==> config.mk <==
export PLATFORM = sky130hd
export DESIGN_NAME = regfile_sb
export DESIGN_NICKNAME = d
export VERILOG_FILES = /design/src/rtl/npc_pkg.sv /design/src/rtl/regfile_scoreboard.sv /design/src/rtl/regfile_sb.sv
export SDC_FILE = /design/constraint.sdc
export NUM_CORES = 2
export LEC_CHECK = 0
export CORE_MARGIN = 4
export CORE_UTILIZATION = 40
export DETAILED_ROUTE_END_ITERATION = 12
export PLACE_DENSITY = 0.65
export RECOVER_POWER = 50
export REMOVE_ABC_BUFFERS = 1
export SLEW_MARGIN = 20
export SYNTH_ARGS = -nofsm -noshare
export SYNTH_HDL_FRONTEND = slang
export SYNTH_HIERARCHICAL = 1
export SYNTH_SLANG_ARGS = --single-unit
==> constraint.sdc <==
create_clock -name clk -period 2.33 [get_ports clk]
set_input_delay 0.233 -clock clk [delete_from_list [all_inputs] [get_ports clk]]
set_output_delay 0.233 -clock clk [all_outputs]
set_load 0.05 [all_outputs]
==> src/rtl/npc_pkg.sv <==
// Shared core-wide constants for the register file and its scoreboard.
package npc_pkg;

    localparam int NPC_ADDR_WIDTH = 5;
    localparam int NPC_DATA_WIDTH = 32;

endpackage

==> src/rtl/regfile_scoreboard.sv <==
// Per-register pending-write scoreboard: issue reserves a destination, write-back releases it.
module regfile_scoreboard
    import npc_pkg::*;
#(
    parameter int ADDR_WIDTH = NPC_ADDR_WIDTH
) (
    input  logic                       clk,
    input  logic                       rst,
    input  logic                       alloc_en,
    input  logic [ADDR_WIDTH-1:0]      alloc_addr,
    input  logic                       wb_en,
    input  logic [ADDR_WIDTH-1:0]      wb_addr,
    output logic                       alloc_ok,
    output logic [2**ADDR_WIDTH-1:0]   busy_eff,
    output logic [2**ADDR_WIDTH-1:0]   busy_vec
);

    localparam int DEPTH = 2**ADDR_WIDTH;

    logic [DEPTH-1:0] busy_q;
    logic [DEPTH-1:0] busy_nxt;

    // A same-cycle write-back already counts as released for alloc and read-busy.
    always_comb begin
        busy_eff = busy_q;
        if (wb_en) begin
            busy_eff[wb_addr] = 1'b0;
        end
        busy_eff[0] = 1'b0;
    end

    always_comb begin
        alloc_ok = 1'b0;
        if (!rst && alloc_en) begin
            alloc_ok = (alloc_addr == '0) || !busy_eff[alloc_addr];
        end
    end

    always_comb begin
        busy_nxt = busy_eff;
        if (alloc_ok && (alloc_addr != '0)) begin
            busy_nxt[alloc_addr] = 1'b1;
        end
    end

    always_ff @(posedge clk) begin
        if (rst) begin
            busy_q <= '0;
        end else begin
            busy_q <= busy_nxt;
        end
    end

    assign busy_vec = busy_q;

endmodule

==> src/rtl/regfile_sb.sv <==
// Multi-port register file with x0 hardwired to zero, write-back bypass and a busy-bit scoreboard.
module regfile_sb
    import npc_pkg::*;
#(
    parameter int ADDR_WIDTH = NPC_ADDR_WIDTH,
    parameter int DATA_WIDTH = NPC_DATA_WIDTH,
    parameter int NREAD      = 2
) (
    input  logic                          clk,
    input  logic                          rst,
    input  logic [NREAD*ADDR_WIDTH-1:0]   rd_addr,
    output logic [NREAD*DATA_WIDTH-1:0]   rd_data,
    output logic [NREAD-1:0]              rd_busy,
    input  logic                          alloc_en,
    input  logic [ADDR_WIDTH-1:0]         alloc_addr,
    output logic                          alloc_ok,
    input  logic                          wb_en,
    input  logic [ADDR_WIDTH-1:0]         wb_addr,
    input  logic [DATA_WIDTH-1:0]         wb_data,
    output logic [2**ADDR_WIDTH-1:0]      busy_vec
);

    localparam int DEPTH = 2**ADDR_WIDTH;

    logic [DATA_WIDTH-1:0] mem [DEPTH];
    logic [DEPTH-1:0]      busy_eff;

    regfile_scoreboard #(
        .ADDR_WIDTH (ADDR_WIDTH)
    ) u_scoreboard (
        .clk        (clk),
        .rst        (rst),
        .alloc_en   (alloc_en),
        .alloc_addr (alloc_addr),
        .wb_en      (wb_en),
        .wb_addr    (wb_addr),
        .alloc_ok   (alloc_ok),
        .busy_eff   (busy_eff),
        .busy_vec   (busy_vec)
    );

    always_ff @(posedge clk) begin
        if (rst) begin
            for (int i = 0; i < DEPTH; i++) begin
                mem[i] <= '0;
            end
        end else if (wb_en && (wb_addr != '0)) begin
            mem[wb_addr] <= wb_data;
        end
    end

    for (genvar k = 0; k < NREAD; k++) begin : g_read
        logic [ADDR_WIDTH-1:0] addr;
        assign addr = rd_addr[k*ADDR_WIDTH +: ADDR_WIDTH];

        // x0 wins over bypass so a write-back to x0 never leaks onto a read port.
        always_comb begin
            rd_data[k*DATA_WIDTH +: DATA_WIDTH] = mem[addr];
            rd_busy[k] = busy_eff[addr];
            if (addr == '0) begin
                rd_data[k*DATA_WIDTH +: DATA_WIDTH] = '0;
                rd_busy[k] = 1'b0;
            end else if (wb_en && (wb_addr == addr)) begin
                rd_data[k*DATA_WIDTH +: DATA_WIDTH] = wb_data;
            end
        end
    end

endmodule

==> flow_summary.json <==
{
  "status": "complete, but fails checks",
  "violations": "setup timing",
  "fillers": 11800,
  "peakVddDrop_v": 0.000641,
  "cts_max_level": 3,
  "detailedPlace.worstSlack_ns": -0.882,
  "via_per_inst": 6.27,
  "first_iter_violations": 5890,
  "ios": 155,
  "syn_to_final_growth_pct": 25.5,
  "gr-total-overflow": 0,
  "gp_congestion": 0.919,
  "tritoncts": "built",
  "post-route-period-util_pct": 125,
  "die_w_um": 386,
  "setup_violations": 1197,
  "synth.distinct_cells": 74,
  "drc_errors": 0,
  "vias": 41000,
  "endpoint_kind": "primary output",
  "max_freq_mhz": 343,
  "firstDrtPassIters": 6,
  "powerDensity_mw_per_mm2": 680,
  "die-area_mm2": 0.149,
  "ys_seq_elements": 1056,
  "path_max_fanout": 8,
  "stdcell_count": 6543,
  "cp_cell_sequence": "dlygate4sd2_1 > buf_6 > nand4b_1 > buf_4 > o21ai_2 > inv_2 > mux4_2 > mux4_2 > a22o_1 > buf_6",
  "worstSetupPathType": "in2out",
  "placedCellCount": 6260,
  "cts_inserted_buffers": 114,
  "layout_min_cycle_time_ns": 2.91,
  "synth_top_area_share_pct": 53.7,
  "root_buffer": "clkbuf_16",
  "clock_sinks": 1056,
  "final_util_pct": 50.7,
  "slew-limit-headroom_pct": 41.7,
  "ant_nets": 0,
  "finalMaxSlewViolations": 0,
  "worstSkewPairLatency_ns": 0.74,
  "antenna_found_initial": 14,
  "avgSynthCellArea_um2": 14.3,
  "grt_pass1_vias": 41200,
  "core-area_mm2": 0.142,
  "synth_flop_cell": "edfxtp_1",
  "yosysSeqAreaShare_pct": 54.8,
  "critPathMaxStageDelay_ns": 0.48,
  "crit_arrival_ns": 2.68,
  "hp-class": "in2reg",
  "worst_pin_slew_ns": 0.873,
  "postSynthCellCount": 4010,
  "grt_max_degree": 51,
  "cp_num_buf_inv": 5,
  "fin_ws_ns": -0.582,
  "finalWirelength_um": 215000,
  "netlist_area_mm2": 0.0573,
  "grt_pass1_wl_um": 303000,
  "start_util_pct": 40.4,
  "synth_top_area_cell": "edfxtp_1",
  "leakagePower_uw": 0.0261,
  "maxCapViolations": 0,
  "setup.worst_path.start_class": "input port",
  "synthArstFlopShare_pct": 0,
  "fp.dieH_um": 386,
  "clock_path_buffers": 3,
  "cts.clk_slew.worst_paths_ns": 0.06,
  "yosys_warnings": 6,
  "path_delay_family": "multiplexers",
  "wl_per_cell_um": 32.8,
  "grt_use_total_pct": 28.1,
  "final_layout_size_suffix_gt1_share_pct": 36.0,
  "critPathRequiredTime_ns": 2.10,
  "io_buffers": 154,
  "finClkSkew_ns": 0.0102,
  "slowest_stage": "mux4_2",
  "place_hpwl_um": 145000,
  "ys_top_cells_by_count": "edfxtp_1 (1,024), and2_1 (994), mux4_2 (420)",
  "rsz0062_at_grt": "true",
  "num-nets-final": 4610,
  "rows": 138,
  "synth_edf_count": 1024,
  "synth_area_leaders": "edfxtp_1 (54%), mux4_2 (17%), and2_1 (11%)",
  "hold_viol": 0,
  "yosysMostFrequentCell": "edfxtp_1"
}
==> cell families after synthesis <==
logic type	after synthesis	share of synthesized area (%)
xor+xnor	12	0.197
simple gates	1255	13.1
compound gates	516	6.67
mux	708	21.5
flops	1056	54.8
other cells	2	0.0131
buf+inv	461	3.64
==> tightest hold or removal path, delay by kind of cell <==
kind	cells	cell delay, ns
simple gates	1	0.18
buf+inv	2	0.34
compound gates	2	0.19
==> path summary, 6_finish.rpt <==
kind / slack [ns] / cells past startpoint / from / end
setup / recovery: -0.58 / 10 / wb_addr[3] / rd_busy[0]
hold / removal: 0.26 / 5 / wb_addr[2] / u_scoreboard/busy_vec[1]$_SDFF_PP0_
setup reg to reg: 0.10 / 17 / u_scoreboard/busy_vec[20]$_SDFF_PP0_ / u_scoreboard/busy_vec[20]$_SDFF_PP0_
hold reg to reg: 0.61 / 3 / u_scoreboard/busy_vec[29]$_SDFF_PP0_ / u_scoreboard/busy_vec[29]$_SDFF_PP0_
==> state kept, by name, indices dropped and copies added (netlist names) <==
| register | count |
|---|---|
| mem | 1024 |
| u_scoreboard/busy_vec | 32 |
==> layout make-up <==
cell class	count	area, um2	area share (%)
tap	1890	2360	3.29
timing repair buffer	822	9030	12.6
clock inverter	73	692	0.962
multi-input combinational	2525	25200	35.0
antenna	3	7.51	0.0104
inverter	35	131	0.183
sequential	1056	31400	43.7
clock buffer	139	3060	4.26
==> where the power goes <==
group | leakage [uW] | internal (uW) | switching, uW
clock | 0.00184 | 10600 | 7930
sequential | 0.0100 | 21800 | 518
combinational | 0.0142 | 3600 | 4480
total | 0.0261 | 36000 | 12900
==> layout by cell type (no fill, tap or decap), drive strengths merged, types with 9 or more instances in the layout <==
cell type	n
a211oi	34
a21oi	49
a221o	11
a221oi	10
a22oi	118
a31oi	9
a32o	32
and2	995
buf	690
bufinv	11
clkbuf	194
clkdlybuf4s50	70
clkinv	50
conb	34
dfxtp	32
edfxtp	1024
inv	42
mux2i	286
mux4	420
nand2	82
nand3	23
nand3b	10
nor2	63
o211ai	22
o21ai	76
o221a	16
o221ai	36
o22ai	48
o32ai	31
or2	36
xnor2	10
==> through the flow <==
| step | cell area [um2] | hold WS [ns] | setup TNS, ns | power, uW |
|---|---|---|---|---|
| after floorplan | 55500 | 0.331 | -56.02 | 26000 |
| after detailed placement | 66600 | 0.550 | -127.57 | 30300 |
| after CTS | 72000 | 0.160 | -27.16 | 48900 |
| after global placement | 66600 | 0.539 | -115.20 | 30200 |
| after global routing | 71900 | 0.258 | -107.24 | 50200 |
| final | 71900 | 0.261 | -111.29 | 48900 |
==> routing by layer <==
metal | vias up | wire [um] | part of all wire, % | global-route usage (%)
met5 | - | 0 | 0 | 0
met4 | 0 | 12500 | 5.8 | 13.2
met3 | 631 | 25900 | 12 | 5.51
met2 | 2982 | 99400 | 46 | 44.6
met1 | 20800 | 77100 | 36 | 37.3
li1 | 16600 | - | - | -
==> timing repair <==
item | 4_1_cts | 5_1_grt
endpoints found under the setup margin | 67 | 69
pin swaps | 167 | 45
endpoints found under the hold margin | 5 | 0
hold buffers | 1 | 0
buffers inserted | 63 | 20
resized for setup | 380 | 71
Note: power is estimated with default switching activity, not from simulation.
